### config.mk
export PLATFORM = sky130hd
export DESIGN_NAME = mips32_prog_loader
export DESIGN_NICKNAME = d
export VERILOG_FILES = /design/src/rtl/mips32_pkg.sv /design/src/rtl/mips32_word_assembler.sv /design/src/rtl/mips32_prog_loader.sv
export SDC_FILE = /design/constraint.sdc
export NUM_CORES = 1
export LEC_CHECK = 0
export ABC_CLOCK_PERIOD_IN_PS = 2500
export BUFFER_PORTS_ARGS = -buffer_cell sky130_fd_sc_hd__buf_2
export CAP_MARGIN = 25
export CORE_ASPECT_RATIO = 1.75
export CORE_MARGIN = 3
export CORE_UTILIZATION = 54
export DETAILED_ROUTE_END_ITERATION = 8
export GPL_ROUTABILITY_DRIVEN = 0
export HOLD_SLACK_MARGIN = 0.06
export PLACE_DENSITY = 0.85
export SLEW_MARGIN = 0
export SYNTH_ARGS = -nofsm -noshare
export SYNTH_HDL_FRONTEND = slang
export SYNTH_HIERARCHICAL = 1
export SYNTH_SLANG_ARGS = --single-unit
### constraint.sdc
create_clock -name clk1 -period 2.5 [get_ports clk1]
set_input_delay 0.5 -clock clk1 [delete_from_list [all_inputs] [get_ports clk1]]
set_output_delay 0.5 -clock clk1 [all_outputs]
set_load 0.01 [all_outputs]
### src/rtl/mips32_pkg.sv
// Shared definitions for the pipelined MIPS32 core and its program loader:
// loader state/err encodings, header size, core opcodes and instruction types.
package mips32_pkg;

  typedef enum logic [2:0] {
    LD_HDR   = 3'd0,
    LD_CHECK = 3'd1,
    LD_DATA  = 3'd2,
    LD_CSUM  = 3'd3,
    LD_DONE  = 3'd4,
    LD_ERR   = 3'd5
  } ld_state_e;

  typedef enum logic [1:0] {
    ERR_NONE  = 2'b00,
    ERR_CSUM  = 2'b01,
    ERR_RANGE = 2'b10
  } ld_err_e;

  localparam int HDR_BYTES = 4;

  // Core opcodes
  localparam logic [5:0] ADD   = 6'b000000;
  localparam logic [5:0] SUB   = 6'b000001;
  localparam logic [5:0] AND   = 6'b000010;
  localparam logic [5:0] OR    = 6'b000011;
  localparam logic [5:0] SLT   = 6'b000100;
  localparam logic [5:0] MUL   = 6'b000101;
  localparam logic [5:0] HLT   = 6'b111111;
  localparam logic [5:0] LW    = 6'b001000;
  localparam logic [5:0] SW    = 6'b001001;
  localparam logic [5:0] ADDI  = 6'b001010;
  localparam logic [5:0] SUBI  = 6'b001011;
  localparam logic [5:0] SLTI  = 6'b001100;
  localparam logic [5:0] BNEQZ = 6'b001101;
  localparam logic [5:0] BEQZ  = 6'b001110;

  // Instruction types as tracked by the core pipeline
  localparam logic [2:0] RR_ALU = 3'b000;
  localparam logic [2:0] RM_ALU = 3'b001;
  localparam logic [2:0] LOAD   = 3'b010;
  localparam logic [2:0] STORE  = 3'b011;
  localparam logic [2:0] BRANCH = 3'b100;
  localparam logic [2:0] HALT   = 3'b101;

endpackage

### src/rtl/mips32_word_assembler.sv
// Packs accepted bytes MSB-first into 32-bit words; pulses word_valid the
// cycle after the 4th byte of a word is taken.
module mips32_word_assembler (
  input  logic        clk1,
  input  logic        clear,
  input  logic        byte_en,
  input  logic [7:0]  din,
  output logic        last_lane,
  output logic        word_valid,
  output logic [31:0] word
);

  logic [1:0]  lane;
  logic [23:0] sr;

  assign last_lane = (lane == 2'd3);

  always_ff @(posedge clk1) begin
    if (clear) begin
      lane       <= '0;
      sr         <= '0;
      word_valid <= 1'b0;
      word       <= '0;
    end else begin
      word_valid <= 1'b0;
      if (byte_en) begin
        sr   <= {sr[15:0], din};
        lane <= lane + 2'd1;
        if (last_lane) begin
          word       <= {sr, din};
          word_valid <= 1'b1;
        end
      end
    end
  end

endmodule

### src/rtl/mips32_prog_loader.sv
// Byte-stream program loader: parses header, writes words into Mem, verifies
// the XOR checksum and releases the core with the image base as start PC.
module mips32_prog_loader
  import mips32_pkg::*;
#(
  parameter int ADDR_W   = 10,
  parameter bit AUTO_RUN = 1'b1
) (
  input  logic              clk1,
  input  logic              reset,
  input  logic [7:0]        rx_data,
  input  logic              rx_valid,
  output logic              rx_ready,
  input  logic              load_req,
  input  logic              run_req,
  output logic              mem_we,
  output logic [ADDR_W-1:0] mem_addr,
  output logic [31:0]       mem_wdata,
  output logic              cpu_run,
  output logic [ADDR_W-1:0] pc_init,
  output logic              done,
  output logic [1:0]        err
);

  ld_state_e   state, nxt;
  logic [1:0]  hcnt;
  logic [15:0] cnt, base, wcnt;
  logic [7:0]  xacc;
  logic        accept, last_lane, range_bad, csum_ok;
  logic [16:0] span;

  assign rx_ready = ~reset & (state == LD_HDR || state == LD_DATA || state == LD_CSUM);
  // A byte presented together with load_req belongs to the abandoned frame.
  assign accept   = rx_valid & rx_ready & ~load_req;

  assign span      = {1'b0, base} + {1'b0, cnt};
  assign range_bad = (base[15:ADDR_W] != '0) || (span > (17'd1 << ADDR_W));
  assign csum_ok   = (rx_data == xacc);

  mips32_word_assembler u_asm (
    .clk1       (clk1),
    .clear      (reset | load_req),
    .byte_en    (accept && state == LD_DATA),
    .din        (rx_data),
    .last_lane  (last_lane),
    .word_valid (mem_we),
    .word       (mem_wdata)
  );

  always_comb begin
    nxt = state;
    case (state)
      LD_HDR:   if (accept && hcnt == 2'(HDR_BYTES - 1)) nxt = LD_CHECK;
      LD_CHECK: begin
        if (range_bad)      nxt = LD_ERR;
        else if (cnt == '0) nxt = LD_CSUM;
        else                nxt = LD_DATA;
      end
      LD_DATA:  if (accept && last_lane && (wcnt + 16'd1 == cnt)) nxt = LD_CSUM;
      LD_CSUM:  if (accept) nxt = csum_ok ? LD_DONE : LD_ERR;
      default:  nxt = state;
    endcase
    if (load_req) nxt = LD_HDR;
  end

  always_ff @(posedge clk1) begin
    if (reset) begin
      state    <= LD_HDR;
      hcnt     <= '0;
      cnt      <= '0;
      base     <= '0;
      wcnt     <= '0;
      xacc     <= '0;
      mem_addr <= '0;
      cpu_run  <= 1'b0;
      pc_init  <= '0;
      done     <= 1'b0;
      err      <= ERR_NONE;
    end else if (load_req) begin
      state   <= LD_HDR;
      hcnt    <= '0;
      cnt     <= '0;
      base    <= '0;
      wcnt    <= '0;
      xacc    <= '0;
      cpu_run <= 1'b0;
      done    <= 1'b0;
      err     <= ERR_NONE;
    end else begin
      state <= nxt;
      if (accept) xacc <= xacc ^ rx_data;
      case (state)
        LD_HDR: if (accept) begin
          hcnt <= hcnt + 2'd1;
          case (hcnt)
            2'd0:    cnt[15:8]  <= rx_data;
            2'd1:    cnt[7:0]   <= rx_data;
            2'd2:    base[15:8] <= rx_data;
            default: base[7:0]  <= rx_data;
          endcase
        end
        LD_CHECK: if (range_bad) err <= ERR_RANGE;
        LD_DATA: if (accept && last_lane) begin
          mem_addr <= base[ADDR_W-1:0] + wcnt[ADDR_W-1:0];
          wcnt     <= wcnt + 16'd1;
        end
        LD_CSUM: if (accept) begin
          if (csum_ok) begin
            done    <= 1'b1;
            pc_init <= base[ADDR_W-1:0];
            cpu_run <= AUTO_RUN;
          end else begin
            err <= ERR_CSUM;
          end
        end
        LD_DONE: if (run_req) cpu_run <= 1'b1;
        default: ;
      endcase
    end
  end

endmodule
==> impl_metrics.py <==
metrics = {
    "clocking": {
        "ctsHoldBuffers": 0,
        "cts_root_buffer": "clkbuf_16",
        "cts_tree": "done",
        "clockBufferDepth": 2,
        "cts_buffers": 17,
        "clkSinkCount": 144,
        "clkSlewWorstSetupHoldPaths_ns": 0.06,
        "h-tree-depth": 4,
        "insertion_delay_ns": 0.43,
    },
    "floorplanning": {
        "io_pins": 71,
        "dieArea_um2": 15500,
        "die_y_um": 162,
        "start_util_pct": 55.8,
        "die_x_um": 95.4,
        "design.core.area_um2": 13500,
        "fp-row-count": 56,
    },
    "sta": {
        "tightestPinTransition_ns": 0.771,
        "fin_setup_tns_ns": -0.599,
        "finalCritPeriodShare_pct": 107,
        "setup_slack_ns": -0.179,
        "finalMaxSlewViolations": 0,
        "setup_viol": 5,
        "slew-limit-headroom_pct": 47.9,
        "fin_crit_ns": 2.68,
        "fin_skew_ns": 0.0101,
        "hold_violations": 0,
        "max_freq_mhz": 373,
        "rsz0062_at_grt": "true",
    },
    "logic_synthesis": {
        "synth_top_area_share_pct": 38.2,
        "async_flop_share_pct": 0,
        "avgSynthCellArea_um2": 8.67,
        "synth_edf_count": 0,
        "ys_top_cells_by_area": "dfxtp_1, ha_1, nand3_1",
        "synth_flop_cell": "dfxtp_1",
        "synth.most_common_cell": "dfxtp_1",
        "yosys_warnings": 6,
        "ys_ff_latch": 144,
        "yosysTopAreaCell": "dfxtp_1",
        "synth_nets": 917,
        "yosysSeqAreaShare_pct": 38.2,
        "syn_area_um2": 7550,
        "netlist_instances": 870,
        "synth.distinct_cells": 68,
        "synth_common_cells": "dfxtp_1, nor2_1, nand2_1",
    },
    "placed_design": {
        "hpwl_mm": 15.0,
        "portBuffers": 70,
        "place_area_um2": 8400,
        "place_ws_ns": -0.143,
    },
    "routing": {
        "routed_wl_mm": 21.8,
        "vias": 7068,
        "ant_nets": 0,
        "vias_per_cell": 6.05,
        "first_iter_violations": 487,
        "drcViolationCount": 0,
        "first_pass_iters": 5,
        "wire_per_inst_um": 18.6,
    },
    "grt": {
        "grt_max_degree": 72,
        "grt_pass1_vias": 7155,
        "grt_usage_pct": 29.2,
        "grt_antenna_before_repair": 0,
        "grt_pass1_wl_mm": 34.8,
        "grt-ovfl-total": 0,
    },
    "worst_setup_path": {
        "path_class": "flip-flop to flip-flop",
        "cp.required_ns": 2.83,
        "crit_start": "base[0]",
        "regToRegStartpoint": "base[0]",
        "worstPathArrival_ns": 3.01,
        "start_kind": "flip-flop",
        "cp_max_fo": 4,
        "setup.worst_path.end_class": "flip-flop",
    },
    "min_path": {
        "hp-class": "input port to flip-flop",
        "hp-start": "run_req",
    },
    "cells_and_area": {
        "seqCellArea_um2": 2890,
        "nNetsFinal": 1029,
        "area_growth_pct": 20.8,
        "multiInputGateArea_um2": 4460,
        "antenna_cells": 0,
        "n_fill_cell": 1040,
        "design_area_um2": 9120,
        "post-route-util_pct": 67.4,
        "drive_above_1_share_pct": 22.8,
    },
    "run_status": {
        "violations": "setup timing",
        "status": "finished, violations left",
    },
    "run": {
        "drv_cap": 0,
    },
    "power": {
        "worst_ir_drop_vdd_uv": 528,
        "leakage_nw": 3.50,
        "p_per_area_nw_per_um2": 535,
    },
}
[routing by layer]
metal / GRT usage [%] / routed length [um] / up-vias
met1: 29.0 / 7320 / 3298
met2: 50.1 / 11200 / 327
met4: 23.4 / 1910 / 0
li1: - / - / 3306
met3: 7.07 / 1350 / 137
met5: 0 / 0 / -
[cells in the final DEF, fill, tap and decap left out, types with 5 or more instances in the layout]
cell | Yosys | final
a211oi_1 | 7 | 6
a21bo_1 | 31 | 31
a21o_1 | 5 | 5
a21oi_1 | 76 | 73
a21oi_2 | 17 | 20
a31oi_1 | 7 | 7
and3_1 | 7 | 6
buf_2 | 17 | 70
buf_4 | 2 | 69
clkbuf_16 | 0 | 17
clkinv_4 | 0 | 5
dfxtp_1 | 144 | 142
ha_1 | 32 | 30
inv_1 | 13 | 13
mux2i_1 | 38 | 38
nand2_1 | 83 | 83
nand2b_1 | 7 | 7
nand3_1 | 78 | 78
nand4_1 | 12 | 12
nor2_1 | 89 | 89
nor2b_1 | 5 | 5
nor3_1 | 13 | 11
nor4_1 | 8 | 7
o21ai_0 | 15 | 13
or3_1 | 8 | 8
xnor2_1 | 36 | 36
xor2_1 | 27 | 27
[flip-flops by register name (all words and copies together) (netlist names), 8 cells and up]
| signal | count |
|---|---|
| wcnt | 16 |
| cnt | 16 |
| u_asm/word | 32 |
| pc_init | 10 |
| base | 16 |
| u_asm/sr | 24 |
| mem_addr | 10 |
| xacc | 8 |
[cells by family (layout without fill, tap and decap cells)]
logic type	Yosys count	in the layout	synth area share, %
fa+ha+maj	34	34	5.84
buf+inv	64	188	4.48
compound gates	194	194	18.1
mux	38	38	5.04
xor+xnor	63	63	7.31
simple gates	333	333	21.0
flops	144	144	38.2
[final cells by class]
class                   count  share of cell area, %
well taps                 174                   2.39
repair buffers            143                   10.3
multi-input cells         662                   49.0
inverters                  14                  0.590
clock buffers              20                   4.90
flip-flops and latches    144                   31.6
clock inverters            11                   1.19
[report_power, final]
part / internal (W) / switching [W]
Clock: 0.00140 / 0.00101
Combinational: 0.0000523 / 0.000114
Sequential: 0.00230 / 0.00000401
[metrics by stage]
stage	std cells	total power (W)	hold WS [ns]
floorplan	870	0.00244	0.443
global placement	1131	0.00251	0.435
detailed placement	1131	0.00251	0.442
CTS	1166	0.00489	0.379
global route	1168	0.00500	0.391
finish	1168	0.00487	0.387
[worst max-delay path, cell delays in order (launching register included)]
cell and delay [ns]:
dfxtp_2 0.33, ha_4 0.17, fa_2 0.37, a211oi_4 0.29
buf_6 0.14, o21ai_2 0.07, a311o_1 0.36, a211oi_2 0.31
nor3b_4 0.10, buf_4 0.18, a311oi_2 0.25
[path summary, 6_finish.rpt]
path / endpoint / slack (ns) / cells past startpoint
worst min-delay path: cpu_run / 0.39 / 3
worst max-delay path: state[2] / -0.18 / 10
worst max register to register: state[2] / -0.18 / 10
worst min register to register: mem_addr[5] / 0.44 / 2
[what timing repair did]
item / in CTS / in global routing
gates resized for setup: 14 / 14
endpoints found under the setup margin: 6 / 6
pin swaps: 13 / 10
setup buffers: 4 / 2
gates cloned: 0 / 0
Note: power is estimated with default switching activity, not from simulation.
